File: config.mk
export PLATFORM = sky130hd
export DESIGN_NAME = stopwatch_sequencer
export DESIGN_NICKNAME = d
export VERILOG_FILES = /design/src/rtl/stopwatch_sequencer.sv
export SDC_FILE = /design/constraint.sdc
export NUM_CORES = 1
export LEC_CHECK = 0
export BUFFER_PORTS_ARGS = -buffer_cell sky130_fd_sc_hd__buf_2
export CORE_MARGIN = 1.5
export CORE_UTILIZATION = 35
export CTS_CLUSTER_DIAMETER = 30
export DETAILED_ROUTE_END_ITERATION = 10
export PLACE_DENSITY = 0.52
export SLEW_MARGIN = 20
export SYNTH_ARGS = -nofsm -noshare
export SYNTH_HDL_FRONTEND = slang
export SYNTH_SLANG_ARGS = --single-unit
File: constraint.sdc
create_clock -name clk -period 1.7 [get_ports clk]
set_input_delay 0.255 -clock clk [delete_from_list [all_inputs] [get_ports clk]]
set_output_delay 0.255 -clock clk [all_outputs]
set_load 0.01 [all_outputs]
File: src/rtl/stopwatch_sequencer.sv
// -----------------------------------------------------------------------------
// stopwatch_sequencer
//
// Button front-end and control sequencer for the stopwatch. Each raw button is
// synchronised, debounced on the tick strobe and turned into a single-clk
// press pulse on its debounced rising edge. The press pulses drive a 4-state
// Moore FSM whose registered outputs enable the time counter, freeze the
// display for lap readings and pulse a counter clear.
//
// Parameters
//   DEBOUNCE_TICKS  consecutive ticks at a new level before the debounced
//                   level follows (1..15)
//   SYNC_STAGES     synchroniser depth per button (>= 2)
//
// Ports
//   clk             system clock
//   res             synchronous active-high reset
//   tick            one-clk sample strobe for the debouncers
//   btn_start_stop  raw start/stop button, active-high, asynchronous
//   btn_lap_reset   raw lap/reset button, active-high, asynchronous
//   counter_enable  time counter counts while high
//   counter_clear   one-clk pulse zeroing the time counter
//   display_enable  display tracks the counter while high, frozen when low
//   lap_count[3:0]  saturating count of RUNNING->LAP entries
//                   (present only when SEQ_LAP_COUNT_EN is defined)
//   state[1:0]      current FSM state code (debug)
//
// Build option
//   SEQ_LAP_COUNT_EN  define to add the lap_count output and its counter.
// -----------------------------------------------------------------------------
module stopwatch_sequencer #(
  parameter int unsigned DEBOUNCE_TICKS = 4,
  parameter int unsigned SYNC_STAGES    = 2
) (
  input  logic       clk,
  input  logic       res,
  input  logic       tick,
  input  logic       btn_start_stop,
  input  logic       btn_lap_reset,
  output logic       counter_enable,
  output logic       counter_clear,
  output logic       display_enable,
`ifdef SEQ_LAP_COUNT_EN
  output logic [3:0] lap_count,
`endif
  output logic [1:0] state
);

  typedef enum logic [1:0] {
    IDLE    = 2'b00,
    RUNNING = 2'b01,
    LAP     = 2'b10,
    STOPPED = 2'b11
  } state_e;

  // Counter value on which the next differing tick completes the debounce.
  localparam logic [3:0] DB_LAST = 4'(DEBOUNCE_TICKS - 1);

  // Bit 0: start/stop, bit 1: lap/reset.
  logic [1:0] raw;
  logic [1:0] press;

  assign raw = {btn_lap_reset, btn_start_stop};

  // ---------------------------------------------------------------------------
  // Per-button synchroniser, debouncer and press-pulse generator
  // ---------------------------------------------------------------------------
  for (genvar b = 0; b < 2; b++) begin : g_btn
    logic [SYNC_STAGES-1:0] sync_q;
    logic                   synced;
    logic [3:0]             cnt_q, cnt_d;
    logic                   deb_q, deb_d;
    logic                   deb_prev_q;
    logic                   press_q;

    assign synced = sync_q[SYNC_STAGES-1];

    // The counter only measures an unbroken run of ticks at the new level;
    // any tick that sees the levels agree restarts the run.
    always_comb begin
      deb_d = deb_q;
      cnt_d = cnt_q;
      if (tick) begin
        if (synced != deb_q) begin
          if (cnt_q == DB_LAST) begin
            deb_d = synced;
            cnt_d = '0;
          end else begin
            cnt_d = cnt_q + 4'd1;
          end
        end else begin
          cnt_d = '0;
        end
      end
    end

    // The press pulse is taken from the registered debounced level, so it
    // appears one clk after the flip and lasts exactly one clk.
    always_ff @(posedge clk) begin
      if (res) begin
        sync_q     <= '0;
        cnt_q      <= '0;
        deb_q      <= 1'b0;
        deb_prev_q <= 1'b0;
        press_q    <= 1'b0;
      end else begin
        sync_q     <= {sync_q[SYNC_STAGES-2:0], raw[b]};
        cnt_q      <= cnt_d;
        deb_q      <= deb_d;
        deb_prev_q <= deb_q;
        press_q    <= deb_q & ~deb_prev_q;
      end
    end

    assign press[b] = press_q;
  end

  // ---------------------------------------------------------------------------
  // Sequencer FSM
  // ---------------------------------------------------------------------------
  logic   start_ev;
  logic   lap_ev;
  state_e state_q, state_d;
  logic   clear_d, clear_q;
  logic   enable_q;
  logic   display_q;

  assign start_ev = press[0];
  assign lap_ev   = press[1];

  // start_ev is tested first in every state, so a lap pulse arriving in the
  // same clk is dropped.
  always_comb begin
    state_d = state_q;
    clear_d = 1'b0;
    case (state_q)
      IDLE: begin
        if (start_ev) begin
          state_d = RUNNING;
        end else if (lap_ev) begin
          state_d = IDLE;
          clear_d = 1'b1;
        end
      end
      RUNNING: begin
        if (start_ev) begin
          state_d = STOPPED;
        end else if (lap_ev) begin
          state_d = LAP;
        end
      end
      LAP: begin
        if (start_ev) begin
          state_d = STOPPED;
        end else if (lap_ev) begin
          state_d = RUNNING;
        end
      end
      STOPPED: begin
        if (start_ev) begin
          state_d = RUNNING;
        end else if (lap_ev) begin
          state_d = IDLE;
          clear_d = 1'b1;
        end
      end
      default: state_d = IDLE;
    endcase
  end

  // Outputs are registered from the next state so they change on the same
  // edge as the state register and always match its decode.
  always_ff @(posedge clk) begin
    if (res) begin
      state_q   <= IDLE;
      enable_q  <= 1'b0;
      display_q <= 1'b1;
      clear_q   <= 1'b0;
    end else begin
      state_q   <= state_d;
      enable_q  <= (state_d == RUNNING) || (state_d == LAP);
      display_q <= (state_d != LAP);
      clear_q   <= clear_d;
    end
  end

`ifdef SEQ_LAP_COUNT_EN
  logic [3:0] lap_cnt_q, lap_cnt_d;

  always_comb begin
    lap_cnt_d = lap_cnt_q;
    if (clear_d) begin
      lap_cnt_d = '0;
    end else if ((state_q == RUNNING) && (state_d == LAP) && (lap_cnt_q != 4'hF)) begin
      lap_cnt_d = lap_cnt_q + 4'd1;
    end
  end

  always_ff @(posedge clk) begin
    if (res) begin
      lap_cnt_q <= '0;
    end else begin
      lap_cnt_q <= lap_cnt_d;
    end
  end

  assign lap_count = lap_cnt_q;
`endif

  assign state          = state_q;
  assign counter_enable = enable_q;
  assign display_enable = display_q;
  assign counter_clear  = clear_q;

endmodule

==> qor.csv, run 1 <==
metric,value,unit
status,"complete, no violations",
Synth Area in Compound Gates,0.136,
Fin Hold WS,0.142,ns
Slew Limit Fails,0,
Initial Util,0.365,
post-route antenna net violation count,0,
Mapped Avg Cell Area,10.3,um^2
"most common cell after layout, fill and taps aside",dfxtp_1,
Worst Hold Class,primary input to flip-flop,
fin crit share,0.957,
clk buf depth,2,
multiplexer share of the synthesized area,0.0314,
synthesis-to-layout area growth,9.91,%
# clock sinks,23,
Placeable Area,2730,um^2
RSZ-0062 raised after global routing,no,
"Max stage delay cell, worst path",or3_1,
worst-path maximum fanout,4,
Worst-Skew Late Latency,0.31,ns
DP Area,1070,um^2
fill count,277,
vias in the first global route,679,
Synth Instances,97,
Die W,56.4,um
CP Capture Type,flip-flop,
routed wire length,1520,um
Worst Path Arrival,1.88,ns
PortBufs,9,
largest family of logic cells by synthesized area,simple AND/OR/NAND/NOR gates,
post-synthesis adder-cell area fraction,0.0627,
Leakage Power,0.420,nW
first-pass GRT wire length,2820,um
cell breakdown of the critical path,"inv_1, ha_1, or3_1, o31ai_1, ha_1, nor2_1",
DP HPWL,1070,um
Layout Skew,0.0124,ns
"Hold Vio Cnt, Final",0,
Mapped Area,997,um^2
setup TNS,0,ns
routed len/inst,11.0,um
CTS tree,built,
"delay-heaviest family, CP",adder cells,
DIE HEIGHT,56.4,um
clk slew on worst S/H paths,0.13,ns
Tmin final,1.63,ns
"top cells by area, synth","dfxtp_1 46%, nor2b_1 8.2%, ha_1 6.3%",
number of synthesized register bits,23,
post-synth top area share,0.462,
Initial DRC Count,13,
worst path bufs/invs,1,
Finish-stage setup viols,0,
max-cap viol count,0,
distinct cell type count after synthesis,25,
Post-Synth XOR/XNOR Area,0.0326,
Worst Tran Pin Value,0.440,ns
initial antenna violation count,0,
vias post-DR,690,
"Seq/Total Area, Yosys",0.462,
Placer Congestion,0.758,
Post-Synth Simple-Gate Area,0.232,
layout cell share with drive strength beyond 1,0.187,
maximum vdd ir drop,0.000407,V
H-tree levels,1,
Ys Warns,0,
# diodes,0,
Achievable Freq,615,MHz
startpoint types,flip-flop,
Max-slew headroom,0.706,
Pwr per Cell Area,762,nW/um^2
I/O Pins,10,
total gr overflow,0,
Tot GR Track Use,0.113,
fin area,1100,um^2
Layout Nets,118,
Synth area leader,dfxtp_1,
"Largest stage delay, worst path",0.38,ns
Crit Path Category,flip-flop to flip-flop,
Post-CTS Repair Setup Buffers,0,
largest net degree at the start of global routing,26,
post-synthesis net count,107,
"EDFF count, synth",0,
Most common cell on crit path,ha_1,
DIE AREA,3180,um^2
Clock Tree Root,clkbuf_4,
num rows,19,
"commonest non-fill, non-tap cells in the layout","22 x dfxtp_1, 13 x nor2b_1, 9 x buf_2",
CTS Buf Count,3,
drt pass-1 iters,4,
CP Data Required Time,1.95,ns
ys async rst share,0,
ys flop type,dfxtp_1,
DRC,0,
Vias/cell,5.00,
[area by class of cell]
class / instances / area (um^2) / share of cell area
clock inverter: 1 / 5.00 / 0.00457
tap: 31 / 38.8 / 0.0354
timing repair buffer: 9 / 45.0 / 0.0411
inverter: 8 / 30.0 / 0.0274
multi-input combinational: 63 / 493 / 0.450
sequential: 23 / 462 / 0.421
clock buffer: 3 / 22.5 / 0.0205
[power breakdown]
| group | switching [W] | leakage (nW) | internal (W) |
|---|---|---|---|
| Combinational | 0.0000215 | 0.216 | 0.0000151 |
| Sequential | 0.00000344 | 0.187 | 0.000545 |
| Clock | 0.000163 | 0.0177 | 0.0000877 |
| Total | 0.000188 | 0.420 | 0.000647 |
[cell usage after synthesis, types with 2 or more instances]
master	count
nand2b_1	5
ha_1	5
buf_2	2
xor2_2	2
or3_1	3
nand2_1	2
o311ai_1	2
and3b_1	2
a21boi_1	4
or4_1	2
dfxtp_1	23
o32ai_1	2
and4bb_1	2
nor2_1	4
inv_2	2
inv_1	6
mux2i_1	2
nor2b_1	13
nand3_1	4
a21oi_1	4
o32ai_2	2
[layer usage]
metal | global-route usage | wire length [um] | up-vias
li1 | - | - | 359
met1 | 0.143 | 719 | 320
met2 | 0.176 | 726 | 7
met3 | 0.0207 | 36 | 4
met4 | 0.0714 | 39 | 0
met5 | 0 | 0 | -
[cell families after synthesis]
group	Yosys count
xor gates and xnor gates	2
muxes	3
and+or+nand+nor	37
DFF	23
buffers and inverters	11
adders and majority gates	5
AOI/OAI and AO/OA	16
[timing repair]
| action | in CTS | in global routing |
|---|---|---|
| hold buffers | 0 | 0 |
| gates resized for setup | 0 | 1 |
| endpoints found under the hold margin | 0 | 0 |
| setup endpoints to repair | 0 | 1 |
[state kept, by name, summed over array words and instances, names as in the netlist]
name,count
g_btn.press_q,2
g_btn.cnt_q,8
state,2
g_btn.deb_q,2
g_btn.sync_q,4
display_enable,1
counter_enable,1
g_btn.deb_prev_q,2
counter_clear,1
[per-stage QoR]
step / util / worst slack [ns] / power, W / cells
2_1_floorplan: - / 0.110 / 0.000586 / 97
4_1_cts: 0.400 / 0.0456 / 0.000855 / 138
6_report: 0.401 / 0.0734 / 0.000835 / 138
3_5_place_dp: 0.390 / 0.0940 / 0.000597 / 134
5_1_grt: 0.401 / 0.0140 / 0.000881 / 138
3_3_place_gp: 0.390 / 0.131 / 0.000596 / 134
[final timing paths]
kind                                  start                       endpoint  slack [ns]  cells past startpoint
min                           btn_lap_reset  g_btn[1].sync_q[0]$_SDFF_PP0_        0.14                      2
max                     state[0]$_SDFF_PP0_      counter_enable$_SDFF_PP0_        0.07                      6
min reg2reg  g_btn[1].deb_prev_q$_SDFF_PP0_    g_btn[1].press_q$_SDFF_PP0_        0.39                      1
max reg2reg             state[0]$_SDFF_PP0_      counter_enable$_SDFF_PP0_        0.07                      6
(Power assumes the default switching activity.)
==> inputs of run 2 (changes only) <==
Settings changed: PLACE_DENSITY 0.52 to 0.57.
==> run 2 against run 1 <==
Net effect: die area stayed put; clock-buffer cell count stayed put; setup slack better by 0.047 ns; global-route usage is 0.086 points lower; via count stayed put; critical path depth stayed put; largest cell class unchanged; highest routed layer unchanged.
==> qor.csv, run 2 (synthesis gave the netlist of run 1 again) <==
metric,value,unit
hold_buf cts,0,
setup ws final,0.120,ns
Initial DRC Count,7,
routed len/inst,12.0,um
DIE HEIGHT,56.4,um
Largest Register,g_btn.cnt_q,
Die W,56.4,um
"Hold Vio Cnt, Final",0,
"commonest non-fill, non-tap cells in the layout","21 x dfxtp_1, 12 x nor2b_1, 9 x buf_2",
Placeable Area,2730,um^2
clk slew on worst S/H paths,0.13,ns
vias in the first global route,629,
post-route antenna net violation count,0,
max-cap viol count,0,
vias post-DR,690,
fill count,281,
Finish-stage setup viols,0,
Tmin final,1.58,ns
total gr overflow,0,
Regs by FF count,"g_btn.cnt_q (8), g_btn.sync_q (4)",
Slew Limit Fails,0,
Layout Utilization,0.410,
Achievable Freq,633,MHz
largest net degree at the start of global routing,26,
drt pass-1 iters,4,
Clock Tree Root,clkbuf_4,
maximum vdd ir drop,0.000648,V
first-pass GRT wire length,2710,um
"most common cell after layout, fill and taps aside",dfxtp_1,
num rows,19,
Pwr per Cell Area,744,nW/um^2
CTS Buf Count,3,
synthesis-to-layout area growth,12.3,%
Initial Util,0.365,
Worst-Skew Late Latency,0.31,ns
Crit Path Category,flip-flop to flip-flop,
H-tree levels,1,
Register Area,463,um^2
CP Data Required Time,1.96,ns
I/O Pins,10,
layout cell share with drive strength beyond 1,0.231,
CP Capture Type,flip-flop,
startpoint types,flip-flop,
Worst Tran Pin Value,0.442,ns
Vias/cell,4.96,
initial antenna violation count,0,
Leakage Power,0.439,nW
routed wire length,1670,um
number of flip-flops in the largest register,8,
DRC,0,
CTS tree,built,
DP HPWL,1110,um
Setup Slack @ Placement,0.0959,ns
fin crit share,0.929,
DIE AREA,3180,um^2
Worst Hold Class,primary input to flip-flop,
status,"complete, no violations",
clk buf depth,2,
# diodes,0,
worst-path maximum fanout,3,
# clock sinks,23,
PortBufs,9,
Placer Congestion,0.778,
Max-slew headroom,0.705,
Worst Path Arrival,1.84,ns
Layout Skew,0.0113,ns
multi-input logic area,508,um^2
Layout Nets,119,
RSZ-0062 raised after global routing,no,
Tot GR Track Use,0.112,
setup TNS,0,ns
-- run 2: cell types whose count changed in the layout (fill, tap and decap cells not counted), sizes merged --
| cell | before | now |
|---|---|---|
| buf | 9 | 10 |
-- run 2: cell type report --
type | instances | share of cell area
Clock buffer | 3 | 0.0201
Clock inverter | 1 | 0.00447
Inverter | 8 | 0.0268
Multi-Input combinational cell | 63 | 0.454
Sequential cell | 23 | 0.413
Tap cell | 31 | 0.0346
Timing Repair Buffer | 10 | 0.0469
-- run 2: path summary, 6_finish.rpt --
| check | start | end | slack (ns) | cells after the start |
|---|---|---|---|---|
| setup / recovery | state[0]$_SDFF_PP0_ | counter_enable$_SDFF_PP0_ | 0.12 | 6 |
| hold / removal | btn_start_stop | g_btn[0].sync_q[0]$_SDFF_PP0_ | 0.14 | 2 |
| setup reg to reg | state[0]$_SDFF_PP0_ | counter_enable$_SDFF_PP0_ | 0.12 | 6 |
| hold reg to reg | g_btn[1].deb_prev_q$_SDFF_PP0_ | g_btn[1].press_q$_SDFF_PP0_ | 0.40 | 1 |
-- run 2: where the power goes --
| group | internal, W | switching, W |
|---|---|---|
| combinational | 0.0000151 | 0.0000214 |
| sequential | 0.000544 | 0.00000332 |
| clock | 0.0000880 | 0.000160 |
| total | 0.000648 | 0.000185 |
-- run 2: routing by layer --
layer | GRT usage | share of wire | vias to the layer above
met5 | 0 | 0 | -
met4 | 0.0510 | 0.015 | 0
met1 | 0.132 | 0.49 | 320
met2 | 0.176 | 0.46 | 6
li1 | - | - | 360
met3 | 0.0484 | 0.035 | 4
-- run 2: worst max-delay path: stages, from the launching register on --
cell,delay (ns)
dfxtp_2,0.35
inv_1,0.04
ha_1,0.28
nor2b_4,0.13
o32a_1,0.35
ha_1,0.29
nor2_1,0.08
-- run 2: repair_timing --
| item | 4_1_cts | 5_1_grt |
|---|---|---|
| buffers inserted | 0 | 1 |
| setup endpoints to repair | 0 | 1 |
| gates resized for setup | 0 | 6 |
-- run 2: metrics by stage --
step                      area, um^2  cells  hold slack (ns)  total power [W]
after floorplan                  997     97            0.334         0.000586
after global placement          1070    134            0.373         0.000596
final                           1120    139            0.143         0.000833
after CTS                       1090    138            0.131         0.000852
after detailed placement        1070    134            0.387         0.000597
after global routing            1120    139            0.159         0.000877
==> inputs of run 3 (changes only) <==
Settings changed: BUFFER_PORTS_ARGS -buffer_cell sky130_fd_sc_hd__buf_2 to default, DONT_BUFFER_PORTS from default to 1, PLACE_DENSITY 0.57 to 0.54.
==> run 3 against run 2 <==
Net effect: global-route usage fell by 0.42 points; die area stayed put; flip-flop and latch count unchanged; clock-buffer cell count is the same; final cell count is 5.8% lower; highest routed layer unchanged; fmax decreased by 1.6%; clock power down 2%; clock skew shrank 0.0056 ns.
==> qor.csv, run 3 (synthesis gave the netlist of run 1 again) <==
metric,value,unit
DP HPWL,1070,um
Worst Hold Class,primary input to flip-flop,
WHS Path Cells,1,
number of flip-flops in the largest register,8,
Post-CTS Repair Setup Buffers,0,
Initial DRC Count,13,
Setup Slack @ Placement,0.0542,ns
initial antenna violation count,0,
Leakage Power,0.391,nW
Regs by FF count,"g_btn.cnt_q (8), g_btn.sync_q (4)",
Initial Util,0.365,
synthesis-to-layout area growth,7.78,%
Vias/cell,5.11,
Placer Congestion,0.740,
status,"complete, no violations",
hold endpoint,g_btn[1].deb_prev_q$_SDFF_PP0_,
Worst-Skew Late Latency,0.30,ns
worst-path maximum fanout,4,
Max-slew headroom,0.641,
layout cell share with drive strength beyond 1,0.140,
multi-input logic area,498,um^2
Layout Utilization,0.393,
setup ws final,0.0942,ns
clk buf depth,2,
worst flop-to-flop path startpoint,state[0]$_SDFF_PP0_,
Slew Limit Fails,0,
CP Capture Type,flip-flop,
total gr overflow,0,
routed len/inst,11.7,um
r2r setup slk,0.09,ns
Tot GR Track Use,0.108,
Crit Path Category,flip-flop to flip-flop,
Largest Register,g_btn.cnt_q,
CTS Buf Count,3,
maximum vdd ir drop,0.000672,V
# clock sinks,23,
fill count,273,
"commonest non-fill, non-tap cells in the layout","21 x dfxtp_1, 13 x nor2b_1, 6 x inv_1",
Worst Tran Pin Value,0.537,ns
DIE HEIGHT,56.4,um
largest net degree at the start of global routing,17,
Reg2Reg Depth,6,
worst hold start,res,
post-route antenna net violation count,0,
CTS tree,built,
I/O Pins,10,
Achievable Freq,623,MHz
Placeable Area,2730,um^2
DIE AREA,3180,um^2
fin crit share,0.945,
Clock Tree Root,clkbuf_4,
Worst Path Arrival,1.85,ns
# diodes,0,
first-pass GRT wire length,2670,um
vias post-DR,670,
vias in the first global route,599,
Register Area,463,um^2
num rows,19,
Layout Nets,111,
clk slew on worst S/H paths,0.12,ns
"most common cell after layout, fill and taps aside",dfxtp_1,
CP Data Required Time,1.95,ns
r2r endpoint,counter_enable$_SDFF_PP0_,
H-tree levels,1,
Pwr per Cell Area,762,nW/um^2
max-cap viol count,0,
Finish-stage setup viols,0,
Layout Skew,0.00570,ns
RSZ-0062 raised after global routing,no,
routed wire length,1530,um
setup TNS,0,ns
Die W,56.4,um
drt pass-1 iters,4,
PortBufs,0,
startpoint types,flip-flop,
DRC,0,
"Hold Vio Cnt, Final",0,
Tmin final,1.61,ns
==> run 3: what timing repair did <==
item | in CTS | in global routing
hold endpoints to repair | 14 | 0
setup endpoints to repair | 0 | 1
resized for setup | 0 | 3
hold buffers | 1 | 0
==> run 3: power by group <==
group / total, W / switching (W) / internal [W]
combinational: 0.0000267 / 0.0000129 / 0.0000138
sequential: 0.000548 / 0.00000344 / 0.000544
clock: 0.000244 / 0.000157 / 0.0000876
==> run 3: worst max path at each step <==
stage,slack [ns],from,depth (start not counted),to
2_1_floorplan,0.11,state[0]$_SDFF_PP0_,6,counter_enable$_SDFF_PP0_
3_3_place_gp,0.1,state[0]$_SDFF_PP0_,6,counter_enable$_SDFF_PP0_
3_5_place_dp,0.05,state[0]$_SDFF_PP0_,6,counter_enable$_SDFF_PP0_
4_1_cts,0.02,state[0]$_SDFF_PP0_,6,counter_enable$_SDFF_PP0_
5_1_grt,0.002,state[0]$_SDFF_PP0_,6,counter_enable$_SDFF_PP0_
6_report,0.09,state[0]$_SDFF_PP0_,6,counter_enable$_SDFF_PP0_
==> run 3: cell type report <==
type                       instances  share of cell area
tap                               31              0.0361
multi-input combinational         63               0.463
clock inverter                     1             0.00466
sequential                        23               0.431
timing repair buffer               2              0.0163
clock buffer                       3              0.0210
inverter                           8              0.0279
==> run 3: routing by layer <==
layer  vias to the layer above  GRT usage  wire (um)
li1                        343          -          -
met1                       319      0.136        775
met2                         6      0.171        689
met3                         2     0.0507         54
met4                         0     0.0204         12
met5                         -          0          0
==> run 3: worst max-delay path, stage by stage, from the launching register on <==
cell and delay [ns]:
dfxtp_2 0.37, inv_1 0.04, ha_1 0.28, or3_1 0.38, o31ai_2 0.09, ha_1 0.28, nor2_1 0.09
==> run 3: stage by stage <==
stage,total power (W),std cells,hold WS (ns),area [um^2]
2_1_floorplan,0.000586,97,0.334,997
3_3_place_gp,0.000580,126,0.327,1030
3_5_place_dp,0.000580,126,0.329,1030
4_1_cts,0.000841,131,0.00381,1070
5_1_grt,0.000862,131,0.00477,1070
6_report,0.000819,131,0.0220,1070
